--- src/rtl/rvc_inst_aligner_if.sv ---
// Fetch-side and decode-side handshake bundle for the RVC instruction aligner.
// The aligner connects through the slave modport; fetch/decode stimulus uses master.
interface rvc_inst_aligner_if;
    logic        flush_i;
    logic [31:0] flush_pc_i;
    logic [31:0] fetch_data_i;
    logic        fetch_val_i;
    logic        fetch_rdy_o;
    logic [31:0] inst_o;
    logic [31:0] inst_pc_o;
    logic        inst_com_o;
    logic        inst_val_o;
    logic        inst_rdy_i;

    modport slave (
        input  flush_i, flush_pc_i, fetch_data_i, fetch_val_i, inst_rdy_i,
        output fetch_rdy_o, inst_o, inst_pc_o, inst_com_o, inst_val_o
    );

    modport master (
        output flush_i, flush_pc_i, fetch_data_i, fetch_val_i, inst_rdy_i,
        input  fetch_rdy_o, inst_o, inst_pc_o, inst_com_o, inst_val_o
    );
endinterface

--- src/rtl/rvc_inst_aligner.sv ---
// Halfword realigner between fetch and decode: buffers 32-bit fetch words and
// extracts one 16-bit compressed or 32-bit instruction per handshake, tracking its PC.
module rvc_inst_aligner #(
    parameter int unsigned BUF_HW   = 4,
    parameter logic [31:0] RESET_PC = 32'h0000_0000
) (
    input  logic            clk_i,
    input  logic            rst_i,
    rvc_inst_aligner_if.slave bus
);
    localparam int unsigned    PW       = $clog2(BUF_HW);
    localparam int unsigned    CW       = PW + 1;
    localparam logic [CW-1:0]  FILL_LIM = CW'(BUF_HW - 2);

    logic [15:0]   r_buf [BUF_HW];
    logic [PW-1:0] r_head;
    logic [PW-1:0] r_tail;
    logic [CW-1:0] r_count;
    logic [31:0]   r_pc;
    logic          r_skip_lo;

    logic [PW-1:0] w_head_p1;
    logic [PW-1:0] w_tail_p1;
    logic [15:0]   w_h0;
    logic [15:0]   w_h1;
    logic          w_com;
    logic          w_val;
    logic          w_rdy;
    logic          w_push;
    logic          w_pop;
    logic [CW-1:0] w_push_n;
    logic [CW-1:0] w_pop_n;

    assign w_head_p1 = r_head + PW'(1);
    assign w_tail_p1 = r_tail + PW'(1);
    assign w_h0      = r_buf[r_head];
    assign w_h1      = r_buf[w_head_p1];
    assign w_com     = (w_h0[1:0] != 2'b11);
    assign w_val     = w_com ? (r_count >= CW'(1)) : (r_count >= CW'(2));

    // Ready looks only at the registered fill level, never at a same-cycle pop.
    assign w_rdy     = (r_count <= FILL_LIM) & ~bus.flush_i;
    assign w_push    = bus.fetch_val_i & w_rdy;
    assign w_pop     = w_val & bus.inst_rdy_i;
    assign w_push_n  = !w_push ? '0 : (r_skip_lo ? CW'(1) : CW'(2));
    assign w_pop_n   = !w_pop  ? '0 : (w_com     ? CW'(1) : CW'(2));

    assign bus.fetch_rdy_o = w_rdy;
    assign bus.inst_val_o  = w_val;
    assign bus.inst_com_o  = w_val & w_com;
    assign bus.inst_pc_o   = r_pc;

    always_comb begin
        bus.inst_o = '0;
        if (w_val) begin
            bus.inst_o = w_com ? {16'h0000, w_h0} : {w_h1, w_h0};
        end
    end

    always_ff @(posedge clk_i or posedge rst_i) begin
        if (rst_i) begin
            r_head    <= '0;
            r_tail    <= '0;
            r_count   <= '0;
            r_pc      <= RESET_PC;
            r_skip_lo <= RESET_PC[1];
        end else if (bus.flush_i) begin
            r_head    <= '0;
            r_tail    <= '0;
            r_count   <= '0;
            r_pc      <= bus.flush_pc_i;
            r_skip_lo <= bus.flush_pc_i[1];
        end else begin
            if (w_push) begin
                r_tail    <= r_skip_lo ? w_tail_p1 : (r_tail + PW'(2));
                r_skip_lo <= 1'b0;
            end
            if (w_pop) begin
                r_head <= w_com ? w_head_p1 : (r_head + PW'(2));
                r_pc   <= r_pc + (w_com ? 32'd2 : 32'd4);
            end
            r_count <= r_count + w_push_n - w_pop_n;
        end
    end

    // Storage needs no reset: count gates every read of it.
    always_ff @(posedge clk_i) begin
        if (w_push) begin
            if (r_skip_lo) begin
                r_buf[r_tail] <= bus.fetch_data_i[31:16];
            end else begin
                r_buf[r_tail]    <= bus.fetch_data_i[15:0];
                r_buf[w_tail_p1] <= bus.fetch_data_i[31:16];
            end
        end
    end
endmodule

--- src/flat_wrapper.sv ---
// flat-port wrapper written by rule: the top's interface ports become plain ports
module rvc_inst_aligner_flat 
#(
    parameter int unsigned BUF_HW   = 4,
    parameter logic [31:0] RESET_PC = 32'h0000_0000
)
  (clk_i, rst_i, bus_flush_i, bus_flush_pc_i, bus_fetch_data_i, bus_fetch_val_i, bus_inst_rdy_i, bus_fetch_rdy_o, bus_inst_o, bus_inst_pc_o, bus_inst_com_o, bus_inst_val_o);
  rvc_inst_aligner_if bus_i ();
  input  logic clk_i;
  input  logic rst_i;
  input wire logic [$bits(bus_i.flush_i)-1:0] bus_flush_i;
  input wire logic [$bits(bus_i.flush_pc_i)-1:0] bus_flush_pc_i;
  input wire logic [$bits(bus_i.fetch_data_i)-1:0] bus_fetch_data_i;
  input wire logic [$bits(bus_i.fetch_val_i)-1:0] bus_fetch_val_i;
  input wire logic [$bits(bus_i.inst_rdy_i)-1:0] bus_inst_rdy_i;
  output wire logic [$bits(bus_i.fetch_rdy_o)-1:0] bus_fetch_rdy_o;
  output wire logic [$bits(bus_i.inst_o)-1:0] bus_inst_o;
  output wire logic [$bits(bus_i.inst_pc_o)-1:0] bus_inst_pc_o;
  output wire logic [$bits(bus_i.inst_com_o)-1:0] bus_inst_com_o;
  output wire logic [$bits(bus_i.inst_val_o)-1:0] bus_inst_val_o;
  assign bus_i.flush_i = bus_flush_i;
  assign bus_i.flush_pc_i = bus_flush_pc_i;
  assign bus_i.fetch_data_i = bus_fetch_data_i;
  assign bus_i.fetch_val_i = bus_fetch_val_i;
  assign bus_i.inst_rdy_i = bus_inst_rdy_i;
  assign bus_fetch_rdy_o = bus_i.fetch_rdy_o;
  assign bus_inst_o = bus_i.inst_o;
  assign bus_inst_pc_o = bus_i.inst_pc_o;
  assign bus_inst_com_o = bus_i.inst_com_o;
  assign bus_inst_val_o = bus_i.inst_val_o;
  rvc_inst_aligner #(.BUF_HW(BUF_HW), .RESET_PC(RESET_PC)) u_core (.clk_i(clk_i), .rst_i(rst_i), .bus(bus_i));
endmodule
--- config.mk ---
export PLATFORM = sky130hd
export DESIGN_NAME = rvc_inst_aligner_flat
export DESIGN_NICKNAME = d
export VERILOG_FILES = /design/src/rtl/rvc_inst_aligner_if.sv /design/src/rtl/rvc_inst_aligner.sv /design/src/flat_wrapper.sv
export SDC_FILE = /design/constraint.sdc
export NUM_CORES = 1
export LEC_CHECK = 0
export CAP_MARGIN = 25
export CORE_MARGIN = 2
export CORE_UTILIZATION = 45
export CTS_BUF_LIST = sky130_fd_sc_hd__clkbuf_2
export CTS_CLUSTER_DIAMETER = 120
export DETAILED_ROUTE_END_ITERATION = 16
export GPL_TIMING_DRIVEN = 0
export PLACE_DENSITY = 0.72
export SLEW_MARGIN = 20
export SYNTH_ARGS = -nofsm -noshare
export SYNTH_HDL_FRONTEND = slang
export SYNTH_SLANG_ARGS = --single-unit
--- constraint.sdc ---
create_clock -name clk_i -period 3.4 [get_ports clk_i]
set_input_delay 0.34 -clock clk_i [delete_from_list [all_inputs] [get_ports clk_i]]
set_output_delay 0.34 -clock clk_i [all_outputs]
set_load 0.005 [all_outputs]
==> results.md, run 1 <==
Route:
- Dividing the detail-routed via count by the number of cells gives just under 6.
- The post-detailed-route DRC marker count is 0.
- The number of detailed-routing iterations run before antenna repair is 4.
- The total number of vias is between 4k and 5k.
- In this run the remaining antenna-violating nets after routing total 0.
- After detailed routing, the average wire length per cell comes to between 20 and 25 um.
- The total wire length is roughly 17 mm.
- The number of DRC markers in iteration 0 is between 400 and 500.

Finish:
- From synthesis to final layout, the design area changed by 29.4%.
- The fraction of final layout cells sized beyond drive strength 1 is roughly a quarter.
- The repair_antennas step left the layout with diodes totalling 0.
- The final-stage net count is ~730.

Pwr:
- The maximum ir drop on the vdd rail is 0.255 mV.
- The total power per unit cell area is 537 nW/um2.
- The final total power is around 4.3 mW.
- The leakage power of the design is slightly below 3 nW.

Flow run:
- Across the run, the number of max-cap violations was 0.

STA:
- Counting I/O delays and the setup requirement, the final critical path takes approximately 3300 ps.
- The maximum achievable frequency is between 300 and 400 MHz.
- Of the available clock period, the critical path in the final layout requires a little over nine tenths.
- Setup repair after global routing left no endpoint under its margin.
- The number of setup violations in the final report is 0.
- The final total negative setup slack is 0 ps.
- The max-slew violation total from the final report is 0.
- The actual transition at the worst max-transition pin is between 700 and 800 ps.
- The worst clock skew on the final layout is between 15 and 20 ps.
- Headroom to the max-slew limit came out at about half.
- The final count of hold timing violations is 0.

Setup path:
- The required time at the endpoint of the critical path is 3890 ps.
- The count of buffer and inverter cells on the critical path is 2.
- STA classifies the critical path endpoint as a flop.
- The critical path in this run is classified as reg -> reg.
- The worst flop-to-flop path startpoint is u_core.r_head[0].
- In this run the critical register-to-register path is captured at u_core.r_count[2].
- The highest-delay cell along the critical path is mux4_2.
- The signal on the critical path passes through buf_6 -> mux4_2 -> and2_4 -> clkbuf_2 -> and3_1 -> fa_1 -> fa_1 -> xnor2_1 -> xnor2_1 -> nor2_1.
- The signal arrival time at the worst endpoint is about 3800 ps.
- On the worst path, the slowest cell contributes a delay of 590 ps.
- Grouping stages by cell kind, the critical path spends the most delay in adder cells.
- The total number of cells along the worst setup path is 10.
- For the worst flop-to-flop path, the logic depth is 10.
- The highest fanout seen on the critical path is 13.
- The reg-to-reg setup timing slack is 120 ps.
- The worst setup path is launched from a flop.

Clocking:
- The clock transition at the register clock pins on the worst setup and hold paths after CTS is approximately 250 ps.
- The clock tree synthesis step divided the H-tree into 3 levels.
- Clock latency on the worst-skew pair, taken at its later pin, is roughly 600 ps.
- The total clock buffers created by CTS is 9.
- The total clock sinks is between 100 and 150.
- The clock passes through at most 2 buffers.
- The library cell used as clock root buffer is clkbuf_2.
- The CTS tree is built.

Floorplanning:
- The number of placement rows is 42.
- The placeable core area is approximately 13000 um2.
- The floorplan step defined a die boundary enclosing between 10000 and 15000 um2.
- The height of the chip is around 120 um.
- During I/O placement, the number of pins put on the boundary was around 140.
- The die width is approximately 120 um.
- The initial utilization of the core area, before any placement, comes to around 47%.

Synthesis:
- In the synthesized netlist the dominant register cell turns out to be edfxtp_1.
- The cell area that synthesis handed to floorplanning was ~6200 um2.
- After synthesis, flip-flops and latches occupy 47.1% of the total area.
- The warning count from the yosys run is 0.
- The synthesized netlist net count is 580.
- Counting every instance in the synthesized netlist gives 496.
- Yosys mapped a number of flops with a built-in enable equal to 64.
- The synthesized netlist contains 43 unique library cells.
- Each instance of the synthesized netlist takes up on average roughly 13 um2.
- Of all flip-flops after synthesis, the portion carrying an async set or reset was 38.5%.
- The synthesized flop and latch total is 104.

Placement:
- The detailed-placement wirelength estimate is 12.6 mm.
- In this run the tool buffered the top-level ports with 134 buffer cells.
- The placer congestion estimate is ~0.89.

Global route:
- The largest net degree at the start of global routing is 25.
- Summed over all layers, the global routing overflow is 0.
- The number of antenna violations at the first check in global routing is 0.
- The first global-routing pass estimated approximately 27 mm of wire.
- The via count of the first global-routing pass came to between 5k and 6k.
- The total routing resource utilization after global routing is between 20 and 25%.

Worst hold path:
- The start point of the worst hold path is bus_inst_rdy_i.
- The number of cells on the worst hold path is 3.
- The worst hold endpoint is u_core.bus.inst_pc_o[1].
- The min-delay analysis places its worst path in the category in -> reg.

Outcome:
- The flow ran to the end, and the final reports show no timing, DRC or antenna violations.
tightest hold or removal path, stage by stage:
cell and delay, ps:
clkbuf_1 180, a31oi_1 220, a2bb2oi_1 70
Yosys cell counts (2+ instances only):
cell type / number / area, um2
ha_1: 12 / 150
fa_1: 3 / 60.1
edfxtp_1: 64 / 1920
o31a_1: 2 / 17.5
o2111ai_1: 6 / 52.6
mux2_2: 74 / 833
inv_1: 15 / 56.3
or3_1: 11 / 68.8
mux4_2: 31 / 698
xnor2_1: 15 / 131
and4_1: 3 / 26.3
nand3_1: 7 / 35.0
and2_1: 20 / 125
o21ai_0: 30 / 150
a31oi_1: 13 / 81.3
nor2b_1: 3 / 18.8
a21oi_1: 8 / 40.0
buf_1: 2 / 7.51
nand2_1: 20 / 75.1
xor2_1: 6 / 52.6
dfrtp_1: 40 / 1000
and3_1: 29 / 181
o211ai_1: 2 / 15.0
a211oi_1: 4 / 30.0
nand4_1: 5 / 31.3
buf_2: 6 / 30.0
nor2_1: 30 / 113
clkbuf_1: 20 / 75.1
layout by cell type (no fill, tap or decap), types with 5 or more instances in the layout:
| cell | n |
|---|---|
| buf_4 | 5 |
| xnor2_1 | 15 |
| inv_1 | 12 |
| clkbuf_2 | 18 |
| clkbuf_1 | 9 |
| buf_6 | 5 |
| mux2_2 | 74 |
| nand2_1 | 20 |
| ha_1 | 11 |
| and2_1 | 18 |
| nor2_1 | 26 |
| dfrtp_1 | 40 |
| o2111ai_1 | 5 |
| nand3_1 | 7 |
| edfxtp_1 | 64 |
| a31oi_1 | 13 |
| xor2_1 | 6 |
| nand4_1 | 5 |
| or3_1 | 11 |
| and3_1 | 29 |
| mux4_2 | 31 |
| a21oi_1 | 7 |
| clkdlybuf4s50_1 | 134 |
| buf_2 | 7 |
| o21ai_0 | 30 |
cell families after synthesis:
| family | synth area share (%) |
|---|---|
| buf+inv | 2.96 |
| flops | 47.1 |
| mux | 25.1 |
| xor+xnor | 2.96 |
| fa+ha+maj | 3.39 |
| compound gates | 7.05 |
| simple gates | 11.5 |
metal layers:
layer	wire [um]	global-route usage, %	part of all wire, %
met2	8710	42.0	51
met1	7180	31.0	42
met4	210	7.69	1.2
met5	0	0	0
met3	1070	3.29	6.2
final cells by class:
class | count | area [um2]
Multi-Input combinational cell | 347 | 3160
Buffer | 26 | 140
Tap cell | 176 | 220
Inverter | 16 | 60.1
Clock buffer | 11 | 55.1
Timing Repair Buffer | 145 | 1460
Fill cell | 1110 | 5310
Clock inverter | 5 | 23.8
Sequential cell | 104 | 2920
metrics by stage:
| stage | hold slack (ps) | instances | instance area [um2] | utilization (%) | setup slack [ps] |
|---|---|---|---|---|---|
| 2_1_floorplan | 461 | 496 | 6210 | - | 340 |
| 3_3_place_gp | 495 | 806 | 7770 | 58.2 | -179 |
| 3_5_place_dp | 499 | 811 | 7850 | 58.8 | -296 |
| 4_1_cts | 167 | 829 | 8020 | 60.1 | -6.84 |
| 5_1_grt | 203 | 830 | 8040 | 60.2 | 16.0 |
| 6_report | 211 | 830 | 8040 | 60.2 | 125 |
power by group:
| part | internal (mW) | switching [mW] | leakage (nW) |
|---|---|---|---|
| sequential | 1.50 | 0.122 | 1.06 |
| clock | 0.0938 | 0.403 | 0.0544 |
| combinational | 1.19 | 1.00 | 1.78 |
how the worst max path moves through the flow:
stage | to | from
2_1_floorplan | u_core.bus.inst_pc_o[27] | u_core.r_head[0]
3_3_place_gp | u_core.bus.inst_pc_o[21] | u_core.r_head[1]
3_5_place_dp | u_core.bus.inst_pc_o[19] | u_core.r_head[1]
4_1_cts | bus_inst_o[15] | u_core.r_head[0]
5_1_grt | bus_inst_o[3] | u_core.r_head[0]
6_report | u_core.r_count[2] | u_core.r_head[0]
sequential cells by signal (all words and copies together), names as in the netlist:
| signal | count |
|---|---|
| u_core.r_skip_lo | 1 |
| u_core.r_count | 3 |
| u_core.r_head | 2 |
| u_core.r_tail | 2 |
| u_core.r_buf | 64 |
| u_core.bus.inst_pc_o | 32 |
repair_timing:
action	CTS	global route
setup endpoints to repair	52	37
pin swaps	1	2
buffers inserted	3	2
hold buffers	1	0
gates resized for setup	23	7
hold endpoints to repair	16	0
Note: power is estimated with default switching activity, not from simulation.
==> inputs of run 2 (changes only) <==
--- a/config.mk
+++ b/config.mk
@@ -17,3 +17,4 @@
 export SYNTH_ARGS = -nofsm -noshare
 export SYNTH_HDL_FRONTEND = slang
 export SYNTH_SLANG_ARGS = --single-unit
+export TNS_END_PERCENT = 5
==> run 2 against run 1 <==
Net effect: clock skew about the same; setup slack got worse by 15 ps; first-iteration DRC count decreased by 16%; die area unchanged; critical endpoint is now u_core.bus.inst_pc_o[27].
==> results.md, run 2 (synthesis results as in run 1) <==
Setup path:
- The worst register-to-register path begins at u_core.r_head[0].
- STA classifies the critical path endpoint as a flop.
- Traced cell by cell, the critical path runs through buf_6 -> mux4_2 -> and2_4 -> buf_4 -> inv_2 -> ha_2 -> inv_1 -> fa_2 -> inv_2 -> o2111ai_4 -> or4_1 -> a31oi_1.
- The largest delay contributor family on the critical path is simple AND/OR/NAND/NOR gates.
- In this run the number of cells on the critical path is 12.
- The highest-delay cell along the critical path is mux4_2.
- The largest single stage delay on the critical path is 590 ps.
- The worst setup path is of the reg -> reg kind.
- STA classifies the critical path startpoint as a flop.
- The highest fanout seen on the critical path is 10.
- At the worst endpoint, the required time is slightly below 4000 ps.
- The cell occurring most often along the worst timing path is inv_2.
- The signal arrival time at the worst endpoint is roughly 3800 ps.
- The count of buffer and inverter cells on the critical path is 5.
- In this run the critical register-to-register path is captured at u_core.bus.inst_pc_o[27].
- The reg-to-reg setup timing slack is between 100 and 150 ps.
- The depth of the worst register-to-register path is 12.

Pwr:
- The switching power total is roughly 1.5 mW.
- Of the total power, combinational logic draws between 50% and 60%.
- For this design the static power due to leakage is 2.89 nW.
- The share of total power in the clock network is between 10% and 20%.
- The switching share of power is 35.5%.
- The share of total power dissipated in sequential elements is a little under two fifths.
- The total power per unit cell area is around 540 nW/um2.
- The internal power contribution is between 2 and 3 mW.
- The maximum ir drop on the vdd rail is approximately 0.26 mV.

Placement:
- The port buffer count is between 100 and 150.
- The placement-stage cell area is slightly below 8000 um2.
- The detailed-placement wirelength estimate is around 13 mm.
- Routability-driven placement finished with a final weighted congestion of about 0.89.
- The number of placed cells counting well taps is 811.

Route:
- The final layout contains routed wiring with a total length of ~17 mm.
- The total number of vias is between 4k and 5k.
- The number of routed nets with antenna violations is 0.
- In this run, the number of DRC markers left after iteration 0 of detailed routing was roughly 350.
- The vias per cell is ~6.
- In the routed design, unresolved DRC markers number 0.
- Dividing the detail-routed wire length by the instance count gives roughly 21 um.
- The number of detailed-routing iterations run before antenna repair is 5.

Clocking:
- The maximum level of the CTS H-tree is 3.
- The tree built by TritonCTS fans out to 104 sinks.
- The CTS tree is built.
- Clock-pin slew was measured on the worst setup and hold paths at 260 ps.
- The later pin in the worst-skew pair is clocked with a latency of about 600 ps.
- The number of clock buffers added by TritonCTS is 9.
- The longest clock path from root to sink contains 2 buffers.
- In this run the clock root is driven by a clkbuf_2.

STA:
- For the finished layout, the period the worst path requires is around 3300 ps.
- The final count of hold timing violations is 0.
- The clock arrives with between 15 and 20 ps of skew.
- The max-slew violation total from the final report is 0.
- Derived from the worst setup path, the maximum achievable clock frequency is 304 MHz.
- Setup repair after global routing could not meet its margin everywhere.
- The portion of the clock cycle consumed by the worst path in the final layout is between 90% and 100%.
- Measured against its own limit, the worst slew margin works out to between 40 and 50%.
- Setup violations remaining at the end of the flow were counted as 0.
- At the pin with the least slew margin, the transition time is just under 800 ps.

Floorplanning:
- The placeable core area is roughly 13000 um2.
- The initial utilization of the core area, before any placement, comes to 46.5%.
- The count of pins on the block boundary is 136.
- In this run the core area contains 42 standard-cell rows.
- The height of the chip is about 120 um.
- The die width is 121 um.
- The die covers 14800 um2.

Flow run:
- The count of max-cap constraint violations is 0.

Global route:
- The met3 track demand over resource is roughly 3.3%.
- The total routing resource utilization after global routing is about a quarter.
- The number of antenna violations at the first check in global routing is 0.
- The wire length of the first global-routing pass is 27.0 mm.
- The largest net degree at the start of global routing is 25.
- The via count of the first global-routing pass is roughly 5k.
- The met2 routing resource usage after global routing is 42.0%.
- The aggregate global routing overflow is 0.
- met2 is the most crowded layer.
- The met1 usage is 31.0%.

Finish:
- The design area is 8040 um2.
- The fraction of final layout cells sized beyond drive strength 1 is 24.8%.
- The finished layout holds 830 standard cells, fillers aside.
- Leaving out fill and tap cells, the most frequent cells in the layout are 134 x clkdlybuf4s50_1, 74 x mux2_2, 64 x edfxtp_1.
- Counting flops per register, the top entry is u_core.r_buf.
- The number of fillers in the final layout is 1110.
- At the end of the flow, the number of nets in the layout was around 730.
- The number of antenna diodes in the final layout is 0.
- The register with the most flip-flops in the layout has 64 of them.
- The commonest non-fill, non-tap cell in the layout is clkdlybuf4s50_1.
- The synthesis-to-finish area growth is 29.4%.

Worst hold path:
- Counting instances, the worst hold path has a depth of 3.
- The class of the tightest hold or removal check is in -> reg.
- The start point of the worst hold path is bus_inst_rdy_i.
- The worst hold endpoint is u_core.bus.inst_pc_o[1].

Outcome:
- The run finished with clean final reports.
[run 2: through the flow]
step	util (%)	setup WS, ps	hold WS (ps)	total power, mW	TNS, ps
after floorplan	-	340	461	2.79	0
after global placement	58.2	-179	495	3.66	-3350
after detailed placement	58.8	-296	499	3.73	-5390
after CTS	60.1	-6.84	167	4.31	-16.8
after global routing	60.2	-1.63	203	4.55	-1.63
final	60.2	110	186	4.32	0
[run 2: final cells by class]
cell class | instances | area (um2) | area share, %
multi-input combinational | 347 | 3160 | 39.3
sequential | 104 | 2920 | 36.4
timing repair buffer | 144 | 1450 | 18.0
tap | 176 | 220 | 2.74
buffer | 27 | 148 | 1.84
inverter | 16 | 60.1 | 0.747
clock buffer | 11 | 55.1 | 0.685
clock inverter | 5 | 23.8 | 0.296
[run 2: power groups by stage]
stage	clock network, mW	registers [mW]	logic (mW)
6_report	0.501	1.62	2.20
5_1_grt	0.552	1.64	2.36
4_1_cts	0.509	1.62	2.18
3_5_place_dp	0	1.64	2.09
3_3_place_gp	0	1.62	2.04
2_1_floorplan	0	1.61	1.18
[run 2: routing by layer]
layer	share of wire [%]	wire (um)	up-vias
met5	0	0	-
met4	1.5	259	0
met3	6.8	1170	22
met2	51	8690	208
met1	41	7040	2448
li1	-	-	2182
[run 2: how the worst max path moves through the flow]
stage	startpoint	end	slack, ps
2_1_floorplan	u_core.r_head[0]	u_core.bus.inst_pc_o[27]	340
3_3_place_gp	u_core.r_head[1]	u_core.bus.inst_pc_o[21]	-180
3_5_place_dp	u_core.r_head[1]	u_core.bus.inst_pc_o[19]	-300
4_1_cts	u_core.r_head[0]	bus_inst_o[15]	-7
5_1_grt	u_core.r_head[0]	u_core.bus.inst_pc_o[27]	-2
6_report	u_core.r_head[0]	u_core.bus.inst_pc_o[27]	110
[run 2: worst reg2reg max path, cell delays in order (launching register included)]
cell and delay (ps):
dfrtp_1 430, buf_6 150, mux4_2 590, and2_4 210, buf_4 180, inv_2 90
ha_2 190, inv_1 50, fa_2 360, inv_2 110, o2111ai_4 160, or4_1 530
a31oi_1 190
[run 2: what timing repair did]
item,CTS,global route
gates resized for setup,22,9
buffers inserted,3,1
hold buffers,1,0
hold endpoints to repair,16,0
pin swaps,1,1
setup endpoints to repair,52,39
